--- src/rtl/time_conv_arbiter.sv ---
// Round-robin arbiter sharing one multicycle seconds-to-calendar converter
// between the live-clock port (0) and the event-timestamp port (1).

module binary_time_converter (
  input  logic [27:0] t,
  output logic [4:0]  hh,
  output logic [5:0]  mm,
  output logic [5:0]  ss,
  output logic [4:0]  dd,
  output logic [3:0]  mo,
  output logic [10:0] yyyy,
  output logic        oor
);
  // Day numbers of Jan 1st for 2020..2026; the last entry is the range limit.
  localparam logic [11:0] YSTART [7] = '{12'd0, 12'd366, 12'd731, 12'd1096,
                                         12'd1461, 12'd1827, 12'd2192};
  localparam logic [8:0]  MSTART [12] = '{9'd0, 9'd31, 9'd59, 9'd90, 9'd120, 9'd151,
                                          9'd181, 9'd212, 9'd243, 9'd273, 9'd304, 9'd334};

  logic [11:0] days;
  logic [16:0] sod;
  logic [5:0]  year_ge;
  logic [2:0]  yidx;
  logic [8:0]  doy;
  logic        leap;
  logic [8:0]  mbase [12];
  logic [10:0] mon_ge;
  logic [3:0]  midx;

  always_comb begin
    days = 12'(t / 28'd86400);
    sod  = 17'(t % 28'd86400);
    hh   = 5'(sod / 17'd3600);
    mm   = 6'((sod % 17'd3600) / 17'd60);
    ss   = 6'(sod % 17'd60);
  end

  genvar gi;
  for (gi = 0; gi < 6; gi++) begin : g_year
    assign year_ge[gi] = (days >= YSTART[gi+1]);
  end

  // year_ge is thermometer coded, so the highest set bit gives the year index.
  always_comb begin
    yidx = 3'd0;
    for (int i = 0; i < 6; i++) begin
      if (year_ge[i]) yidx = 3'(i + 1);
    end
    doy  = 9'(days - YSTART[yidx]);
    leap = (yidx == 3'd0) || (yidx == 3'd4);
    oor  = year_ge[5];
  end

  always_comb begin
    for (int i = 0; i < 12; i++) begin
      mbase[i] = MSTART[i] + ((leap && i >= 2) ? 9'd1 : 9'd0);
    end
  end

  for (gi = 0; gi < 11; gi++) begin : g_month
    assign mon_ge[gi] = (doy >= mbase[gi+1]);
  end

  always_comb begin
    midx = 4'd0;
    for (int i = 0; i < 11; i++) begin
      if (mon_ge[i]) midx = 4'(i + 1);
    end
    if (oor) begin
      dd   = 5'd0;
      mo   = 4'd0;
      yyyy = 11'd0;
    end else begin
      dd   = 5'(doy - mbase[midx] + 9'd1);
      mo   = midx + 4'd1;
      yyyy = 11'd2020 + 11'(yidx);
    end
  end
endmodule

module time_conv_arbiter #(
  parameter int LAT = 2
) (
  input  logic        clk,
  input  logic        rst,
  input  logic        req0,
  input  logic [27:0] t0,
  input  logic        req1,
  input  logic [27:0] t1,
  output logic [1:0]  gnt,
  output logic        busy,
  output logic        done0,
  output logic        done1,
  output logic [4:0]  hh,
  output logic [5:0]  mm,
  output logic [5:0]  ss,
  output logic [4:0]  DD,
  output logic [3:0]  MM,
  output logic [10:0] YYYY,
  output logic        range_err
);
  localparam logic [3:0] CNT_INIT = 4'(LAT - 1);

  typedef enum logic {IDLE, HOLD} state_t;

  state_t      state_reg;
  logic [3:0]  cnt_reg;
  logic [27:0] t_reg;
  logic        last_reg;

  logic [4:0]  c_hh;
  logic [5:0]  c_mm;
  logic [5:0]  c_ss;
  logic [4:0]  c_dd;
  logic [3:0]  c_mo;
  logic [10:0] c_yyyy;
  logic        c_oor;

  logic elig0, elig1, pick1;

  binary_time_converter u_conv (
    .t    (t_reg),
    .hh   (c_hh),
    .mm   (c_mm),
    .ss   (c_ss),
    .dd   (c_dd),
    .mo   (c_mo),
    .yyyy (c_yyyy),
    .oor  (c_oor)
  );

  // A port whose done is showing is not eligible; its next request starts a cycle later.
  always_comb begin
    elig0 = req0 && !done0;
    elig1 = req1 && !done1;
    pick1 = elig1 && (!elig0 || !last_reg);
  end

  always_ff @(posedge clk) begin
    if (rst) begin
      state_reg <= IDLE;
      cnt_reg   <= 4'd0;
      t_reg     <= 28'd0;
      last_reg  <= 1'b1;
      gnt       <= 2'b00;
      busy      <= 1'b0;
      done0     <= 1'b0;
      done1     <= 1'b0;
      hh        <= 5'd0;
      mm        <= 6'd0;
      ss        <= 6'd0;
      DD        <= 5'd0;
      MM        <= 4'd0;
      YYYY      <= 11'd0;
      range_err <= 1'b0;
    end else begin
      done0 <= 1'b0;
      done1 <= 1'b0;
      case (state_reg)
        IDLE: begin
          if (elig0 || elig1) begin
            t_reg     <= pick1 ? t1 : t0;
            gnt       <= pick1 ? 2'b10 : 2'b01;
            busy      <= 1'b1;
            cnt_reg   <= CNT_INIT;
            state_reg <= HOLD;
          end
        end
        HOLD: begin
          if (cnt_reg != 4'd0) begin
            cnt_reg <= cnt_reg - 4'd1;
          end else begin
            hh        <= c_hh;
            mm        <= c_mm;
            ss        <= c_ss;
            DD        <= c_dd;
            MM        <= c_mo;
            YYYY      <= c_yyyy;
            range_err <= c_oor;
            done0     <= gnt[0];
            done1     <= gnt[1];
            last_reg  <= gnt[1];
            gnt       <= 2'b00;
            busy      <= 1'b0;
            state_reg <= IDLE;
          end
        end
        default: state_reg <= IDLE;
      endcase
    end
  end
endmodule

--- config.mk ---
export PLATFORM = sky130hd
export DESIGN_NAME = time_conv_arbiter
export DESIGN_NICKNAME = d
export VERILOG_FILES = /design/src/rtl/time_conv_arbiter.sv
export SDC_FILE = /design/constraint.sdc
export NUM_CORES = 1
export LEC_CHECK = 0
export ABC_AREA = 1
export BUFFER_PORTS_ARGS = -buffer_cell sky130_fd_sc_hd__buf_2
export CAP_MARGIN = 20
export CORE_MARGIN = 10
export CORE_UTILIZATION = 30
export CTS_BUF_LIST = sky130_fd_sc_hd__clkbuf_4 sky130_fd_sc_hd__clkbuf_8 sky130_fd_sc_hd__clkbuf_16
export DETAILED_ROUTE_END_ITERATION = 10
export PLACE_DENSITY = 0.54
export RECOVER_POWER = 25
export SLEW_MARGIN = 20
export SYNTH_ARGS = -nofsm -noshare
export SYNTH_HDL_FRONTEND = slang
export SYNTH_SLANG_ARGS = --single-unit
export TNS_END_PERCENT = 30
--- constraint.sdc ---
create_clock -name clk -period 33.3 [get_ports clk]
set_input_delay 4.995 -clock clk [delete_from_list [all_inputs] [get_ports clk]]
set_output_delay 4.995 -clock clk [all_outputs]
set_load 0.03 [all_outputs]
==> results of run 1 <==
## synthesized netlist by cell type (11+ instances only)
master,n
nor2_4,22
o21ai_2,19
a21oi_1,56
nand3_2,36
nand2_4,106
nand3_1,183
o21bai_1,15
nand4_1,49
o21ai_0,59
o211ai_1,11
nand3_4,17
o21ai_1,28
a31oi_1,33
nor2_1,143
inv_2,42
ha_1,35
xor2_1,52
nand2_2,167
nand2_1,547
clkbuf_1,19
nor2_2,31
dfxtp_1,71
inv_1,235
## kinds of logic (layout without fill, tap and decap cells)
family / Yosys count / in the layout / share of synthesized area, %
other cells: 1 / 1 / 0.0276
flops: 71 / 71 / 10.5
buf+inv: 352 / 429 / 12.7
compound gates: 270 / 270 / 13.3
xor+xnor: 65 / 65 / 4.58
simple gates: 1342 / 1342 / 55.4
fa+ha+maj: 37 / 37 / 3.52
## layer usage
layer  share of wire [%]  vias to the layer above  wire (µm)  global-route usage, %
li1                    -                     7038          -                      -
met1                  48                     6061      17300                   17.2
met2                  48                      258      17200                   22.9
met3                 3.1                       32       1130                   1.45
met4                 1.4                        0        493                   2.70
met5                   0                        -          0                      0
## through the flow
step	instances	utilization (%)	area [µm²]	setup slack, ns	hold WS (ns)
floorplan	2138	-	13600	17.99	0.429
global placement	2790	32.4	14400	15.04	0.445
detailed placement	2791	32.4	14400	14.76	0.454
CTS	2807	33.1	14700	14.69	0.464
global route	2807	33.0	14700	12.59	0.491
finish	2807	33.0	14700	14.68	0.461
## worst max-delay path: cells and delay by family, from the launching register on
kind	cells	cell delay (ns)
AOI/OAI and AO/OA	20	3.72
buffers and inverters	6	0.62
DFF	1	0.40
xor gates and xnor gates	4	1.05
adders and majority gates	5	1.60
and+or+nand+nor	83	11.08
## area by class of cell
type / instances / area (µm²)
inverter: 307 / 1290
clock inverter: 6 / 61.3
fill: 4912 / 29800
multi-input combinational: 1715 / 10400
clock buffer: 10 / 233
sequential: 71 / 1420
tap: 592 / 741
timing repair buffer: 106 / 509
## final timing paths
check,slack [ns],end,startpoint
setup / recovery,14.68,DD[4],t_reg[19]
hold / removal,0.46,cnt_reg[3],cnt_reg[3]
setup reg to reg,14.68,DD[4],t_reg[19]
hold reg to reg,0.46,cnt_reg[3],cnt_reg[3]
==> impl_results.md, run 1 <==
- CTS buffer count: 9
- First-pass DRT Iterations: 5
- First-pass GRT wire length: 61600 µm
- Netlist cell types: 73
- RSZ-0062 raised after global routing: false
- Initial Util: 30.5%
- Slew @ Worst Pin: 1.44 ns
- I/O pins: 103
- Iter 0 DRT Violations: 829
- Die Y-Extent: 233 µm
- Worst-path clk slew: 0.06 ns
- Initial antenna violation count: 0
- Remaining global-route overflow: 0
- Commonest non-fill, non-tap cells in the layout: nand2_1 (547), inv_1 (235), nand3_1 (183), nand2_2 (167), nor2_1 (142)
- Remaining antenna violation count: 0
- Nets: 2307
- Async SR Flop Fraction: 0%
- CTS tree: built
- IO buf count: 101
- Period minus WS final: 18.62 ns
- Post-CTS Setup Bufs: 0
- Most frequent CP cell: nand2_1
- Pin count of the biggest net entering global routing: 46
- Outcome: finished clean
- Cells after Synth: 2138
- WP data arrival: 18.90 ns
- Vias after detailed routing: 13400
- Die Wd: 233 µm
- Number of global-route vias before repair: 12800
- CTS Sinks: 71
- Crit-path max FO: 21
- Cts hold-fix bufs: 0
- CORE AREA: 44500 µm²
- Min-Delay Path Class: reg2reg
- Max-slew violations: 0
- Post-Syn Area per Cell: 6.35 µm²
- Endpoints failing setup: 0
- Sequential area share after synthesis: 10.5%
- Critical Path Max Stage Delay: 0.54 ns
- Routed wire length: 36100 µm
- Top FF cell, synth: dfxtp_1
- RePlAce Congestion: 0.911
- Slew HR: 3.79%
- Tot GR Track Use: 13.2%
- Worst Setup End Kind: flip-flop
- Clk_lat worst skew: 0.35 ns
- Clock skew: 0.0125 ns
- Syn Nets: 2235
- H-tree levels: 3
- Longest Clk Path Bufs: 2
- Critical Path Source Type: flip-flop
- Max reg flops: 28
- Number of synthesis warnings: 0
- DRC: 0
- Die area: 54100 µm²
- Clock root buffer: clkbuf_16
- Per-cell routed wire length: 12.9 µm
- Final hold violation count: 0
- Cell Area, Synth: 13600 µm²
- F_max: 53.7 MHz
- R2R cell count: 118
- Worst path required time: 33.58 ns
- Final HPWL DP: 30500 µm
- WS Path Type: reg2reg
- Cell taking the most area after synthesis: nand2_1
- WHS Path Cells: 2
- Inserted Diodes: 0
- Most common cell after layout, fill and taps aside: nand2_1
- Largest cells by area after synthesis: nand2_1 (15%), dfxtp_1 (10%), nand2_4 (8.8%)
- CP max-delay cell: xor2_1
- FF+latch count, synth: 71
- Fin crit share: 55.9%
- Layout Area Growth over Synthesis: 8.28%
- # rows: 77
- Synth top area share: 15.1%
- Post-synth EDFFs: 0
- Post-route setup TNS: 0 ns
- Vias per Instance: 4.77
- Post-CTS sizing: 0
- Layout cells sized above 1: 27.1%
- Max Cap Violations: 0
Power of run 1 is not shown: default switching activity piles up to over one toggle a cycle in this logic, so the estimate is an artifact.
==> inputs of run 2 (changes only) <==
clock period = 19 ns   (was 33.3 ns; I/O delays follow)
==> run 2 against run 1 <==
Net effect: the flow now finishes with violations (capacitance limit); via count increased by 0.87%; clock skew about the same; sequential cell count unchanged; largest cell class unchanged.
==> impl_results.md, run 2 (same netlist as run 1, synthesis figures left out) <==
- Layout Area Growth over Synthesis: 10.5% (was 8.28%)
- WHS Path Cells: 2 (unchanged)
- Routed wire length: 36600 µm (was 36100 µm)
- Clock skew: 0.0129 ns (was 0.0125 ns)
- Max reg flops: 28 (unchanged)
- DRC: 0 (unchanged)
- Longest Clk Path Bufs: 2 (unchanged)
- Nets: 2328 (was 2307)
- Critical Path Max Stage Delay: 0.41 ns (was 0.54 ns)
- Inserted Diodes: 0 (unchanged)
- WP data arrival: 17.60 ns (was 18.90 ns)
- Pin count of the biggest net entering global routing: 46 (unchanged)
- First-pass GRT wire length: 60900 µm (was 61600 µm)
- Top Usage Layer GRT: met2 (unchanged)
- Tot GR Track Use: 13.1% (was 13.2%)
- IO buf count: 101 (unchanged)
- I/O pins: 103 (unchanged)
- Cts hold-fix bufs: 0 (unchanged)
- Worst path required time: 19.28 ns (was 33.58 ns)
- Final core occ: 33.7% (was 33.0%)
- Min-Delay Path Class: reg2reg (unchanged)
- CTS tree: built (unchanged)
- Initial antenna violation count: 0 (unchanged)
- Slew HR: 0.681% (was 3.79%)
- Clk_lat worst skew: 0.34 ns (was 0.35 ns)
- H-tree levels: 3 (unchanged)
- Commonest non-fill, non-tap cells in the layout: nand2_1 (545), inv_1 (235), nand3_1 (182), nand2_2 (168), nor2_1 (141) (was nand2_1 (547), inv_1 (235), nand3_1 (183), nand2_2 (167), nor2_1 (142))
- Per-cell routed wire length: 12.9 µm (about the same)
- Remaining antenna violation count: 0 (unchanged)
- Initial Util: 30.5% (unchanged)
- CTS buffer count: 9 (unchanged)
- Crit-path max FO: 17 (was 21)
- F_max: 57.7 MHz (was 53.7 MHz)
- Critical Path Source Type: flip-flop (unchanged)
- WP buf/inv: 10 (was 6)
- R2r endpoint: DD[4] (unchanged)
- First-pass DRT Iterations: 6 (was 5)
- Final HPWL DP: 30300 µm (was 30500 µm)
- Reg2reg setup slack: 1.67 ns (was 14.68 ns)
- Period minus WS final: 17.33 ns (was 18.62 ns)
- Failing checks: capacitance limit
- Die area: 54100 µm² (unchanged)
- Endpoints failing setup: 0 (unchanged)
- Max-slew violations: 0 (unchanged)
- Slew @ Worst Pin: 1.49 ns (was 1.44 ns)
- WS Path Type: reg2reg (unchanged)
- Met2 Use GR: 22.8% (was 22.9%)
- Most frequent CP cell: nand2_2 (was nand2_1)
- Fin crit share: 91.2% (was 55.9%)
- Final hold violation count: 0 (unchanged)
- Most common cell after layout, fill and taps aside: nand2_1 (unchanged)
- Iter 0 DRT Violations: 831 (was 829)
- Reg2reg start: t_reg[19] (unchanged)
- Clock root buffer: clkbuf_16 (unchanged)
- Max Cap Violations: 1 (was 0)
- Die Y-Extent: 233 µm (unchanged)
- Layout cells sized above 1: 28.3% (was 27.1%)
- Worst-path clk slew: 0.07 ns (was 0.06 ns)
- Hold Path Origin: busy (was cnt_reg[3])
- CORE AREA: 44500 µm² (unchanged)
- Vias per Instance: 4.78 (was 4.77)
- Global-route met3 utilization: 1.64% (was 1.45%)
- Outcome: finished, violations left (was finished clean)
- Hold slack: 0.461 ns (about the same)
- Final Cell Area: 15000 µm² (was 14700 µm²)
- CP max-delay cell: dfxtp_1 (was xor2_1)
- Placed Area: 14500 µm² (was 14400 µm²)
- Worst Setup End Kind: flip-flop (unchanged)
- CP delay by family, top: simple AND/OR/NAND/NOR gates (unchanged)
- Remaining global-route overflow: 0 (unchanged)
- Hold Path Sink: busy (was cnt_reg[3])
- Number of global-route vias before repair: 12700 (was 12800)
- M1 GR Usage: 16.9% (was 17.2%)
- # rows: 77 (unchanged)
- Vias after detailed routing: 13500 (was 13400)
- R2R cell count: 119 (was 118)
- Die Wd: 233 µm (unchanged)
- RePlAce Congestion: 0.909 (was 0.911)
- CTS Sinks: 71 (unchanged)
## run 2: routing by layer
metal	wire length, µm	vias up	share of wire, %
li1	-	7092	-
met4	490	0	1.3
met2	17500	273	48
met5	0	-	0
met1	17200	6105	47
met3	1320	35	3.6
## run 2: layout make-up
class                      instances  area (µm²)
clock buffer                      11         246
clock inverter                     5        57.6
fill                            4879       29500
inverter                         307        1290
multi-input combinational       1718       10600
sequential                        71        1420
tap                              592         741
timing repair buffer             124         644
## run 2: repair_timing
| item | in CTS | in global routing |
|---|---|---|
| endpoints found under the hold margin | 0 | 0 |
| resized for setup | 0 | 22 |
| setup endpoints to repair | 0 | 7 |
| buffers inserted | 0 | 16 |
## run 2: worst reg2reg max path: cells and delay by family, from the launching register on
kind	cells	cell delay (ns)
xor+xnor	5	0.91
flops	1	0.41
buf+inv	10	0.95
simple gates	78	8.94
fa+ha+maj	5	1.31
compound gates	21	4.75
## run 2: how the worst max path moves through the flow
stage / from / to / slack (ns) / depth (start not counted)
after floorplan: t_reg[19] / DD[4] / 3.69 / 134
after global placement: t_reg[24] / DD[4] / 0.74 / 118
after detailed placement: t_reg[19] / DD[4] / 0.42 / 118
after CTS: t_reg[19] / DD[4] / 0.37 / 118
after global routing: t_reg[19] / DD[4] / -0.06 / 126
final: t_reg[19] / DD[4] / 1.67 / 119
## run 2: stage by stage
step | setup slack [ns] | instances | setup TNS, ns
floorplan | 3.69 | 2138 | 0
global placement | 0.741 | 2792 | 0
detailed placement | 0.418 | 2793 | 0
CTS | 0.368 | 2809 | 0
global route | -0.0638 | 2828 | -0.0638
finish | 1.67 | 2828 | 0
Power of run 2 is left out for the same reason.
==> inputs of run 3 (changes only) <==
BUFFER_PORTS_ARGS = -buffer_cell sky130_fd_sc_hd__buf_4   (was -buffer_cell sky130_fd_sc_hd__buf_2)
==> run 3 against run 2 <==
Net effect: the flow now finishes without violations; non-clock buffer count rose by 4; sequential cell count did not move; hold slack improved by 0.0017 ns; first-iteration DRC count rose by 0.84%; highest routed layer unchanged; cell area rose by 1.7%; sequential share of layout area fell by 0.15 points; global-route usage rose by 0.15 points; critical path depth did not move; register-to-register slack barely moved; utilization rose by 0.56 points.
==> impl_results.md, run 3 (same netlist as run 1, synthesis figures left out) <==
- Cts hold-fix bufs: 0 (unchanged)
- Remaining global-route overflow: 0 (unchanged)
- Max reg flops: 28 (unchanged)
- RePlAce Congestion: 0.917 (was 0.909)
- Slew HR: 2.68% (was 0.681%)
- Iter 0 DRT Violations: 838 (was 831)
- Fin crit share: 91.2% (about the same)
- Crit-path max FO: 17 (unchanged)
- First-pass DRT Iterations: 6 (unchanged)
- Outcome: finished clean (was finished, violations left)
- WS Path Type: reg2reg (unchanged)
- Layout cells sized above 1: 28.6% (was 28.3%)
- I/O pins: 103 (unchanged)
- Min-Delay Path Class: reg2reg (unchanged)
- Per-cell routed wire length: 13.0 µm (was 12.9 µm)
- Most frequent CP cell: nand2_2 (unchanged)
- Worst path required time: 19.28 ns (about the same)
- Tot GR Track Use: 13.2% (was 13.1%)
- Routed wire length: 36800 µm (was 36600 µm)
- CTS Sinks: 71 (unchanged)
- Endpoints failing setup: 0 (unchanged)
- Vias per Instance: 4.76 (was 4.78)
- Critical Path Source Type: flip-flop (unchanged)
- Initial antenna violation count: 0 (unchanged)
- Longest Clk Path Bufs: 2 (unchanged)
- CORE AREA: 44500 µm² (unchanged)
- Commonest non-fill, non-tap cells in the layout: nand2_1 (544), inv_1 (234), nand3_1 (182), nand2_2 (169), nor2_1 (140) (was nand2_1 (545), inv_1 (235), nand3_1 (182), nand2_2 (168), nor2_1 (141))
- Die Wd: 233 µm (unchanged)
- Reg area: 1420 µm² (unchanged)
- Worst Setup End Kind: flip-flop (unchanged)
- Final hold violation count: 0 (unchanged)
- Vias after detailed routing: 13500 (about the same)
- CTS buffer count: 9 (unchanged)
- WP data arrival: 17.62 ns (was 17.60 ns)
- CTS tree: built (unchanged)
- Nets: 2331 (was 2328)
- Reg2reg setup slack: 1.66 ns (was 1.67 ns)
- Clk_lat worst skew: 0.35 ns (was 0.34 ns)
- Placed Area: 14700 µm² (was 14500 µm²)
- Die area: 54100 µm² (unchanged)
- Max-slew violations: 0 (unchanged)
- Period minus WS final: 17.34 ns (was 17.33 ns)
- Worst-path clk slew: 0.07 ns (about the same)
- Area of the multi-input gates: 10600 µm² (about the same)
- Remaining antenna violation count: 0 (unchanged)
- Clock skew: 0.0113 ns (was 0.0129 ns)
- Clock root buffer: clkbuf_16 (unchanged)
- Slew @ Worst Pin: 1.46 ns (was 1.49 ns)
- Pin count of the biggest net entering global routing: 46 (unchanged)
- Final HPWL DP: 30500 µm (was 30300 µm)
- Critical Path Max Stage Delay: 0.41 ns (about the same)
- DRC: 0 (unchanged)
- Max Cap Violations: 0 (was 1)
- Inserted Diodes: 0 (unchanged)
- Number of global-route vias before repair: 12800 (was 12700)
- CP max-delay cell: dfxtp_1 (unchanged)
- H-tree levels: 3 (unchanged)
- Layout Area Growth over Synthesis: 12.3% (was 10.5%)
- Die Y-Extent: 233 µm (unchanged)
- Initial Util: 30.5% (unchanged)
- # rows: 77 (unchanged)
- IO buf count: 101 (unchanged)
- F_max: 57.7 MHz (about the same)
- First-pass GRT wire length: 62000 µm (was 60900 µm)
- Fill cells: 4863 (was 4879)
- Final Cell Area: 15200 µm² (was 15000 µm²)
- Most common cell after layout, fill and taps aside: nand2_1 (unchanged)
-- run 3: cell types whose count changed in the layout (fill, tap and decap cells not counted), moves of 2 or more --
cell and delta:
nand3_2 -2, buf_2 -74, inv_6 +2, buf_4 +79
-- run 3: worst max-delay path, delay by kind of cell (launching register included) --
family	cells	cell delay, ns
simple gates	79	9.05
compound gates	21	4.56
fa+ha+maj	5	1.32
buf+inv	9	0.99
xor+xnor	5	0.89
flops	1	0.41
-- run 3: path summary, 6_finish.rpt --
kind,to,startpoint,cells past startpoint
worst min-delay path,cnt_reg[3],cnt_reg[3],2
worst min register to register,cnt_reg[3],cnt_reg[3],2
worst max register to register,DD[4],t_reg[19],119
worst max-delay path,DD[4],t_reg[19],119
-- run 3: area by class of cell --
type	instances	share of cell area, %
multi-input combinational	1717	69.6
sequential	71	9.33
inverter	307	8.46
timing repair buffer	128	5.62
tap	592	4.86
clock buffer	9	1.48
clock inverter	7	0.673
-- run 3: timing repair --
item / in CTS / in global routing
setup buffers: 0 / 22
gates resized for setup: 0 / 26
setup endpoints to repair: 0 / 7
-- run 3: through the flow --
step           setup TNS [ns]  hold slack (ns)  utilization, %  std cells  worst slack, ns
3_3_place_gp                0            0.448            33.0       2791            0.798
6_report                    0            0.462            34.2       2831             1.66
5_1_grt               -0.0800            0.476            34.2       2831          -0.0800
4_1_cts                     0            0.465            33.7       2807            0.396
2_1_floorplan               0            0.429               -       2138             3.69
3_5_place_dp                0            0.457            33.0       2791            0.440
-- run 3: per-layer routing --
| layer | vias up | global-route usage (%) | part of all wire (%) |
|---|---|---|---|
| li1 | 7099 | - | - |
| met1 | 6131 | 17.1 | 48 |
| met2 | 218 | 23.2 | 48 |
| met3 | 35 | 1.34 | 2.9 |
| met4 | 0 | 2.96 | 1.3 |
| met5 | - | 0 | 0 |
Power of run 3 is left out for the same reason.
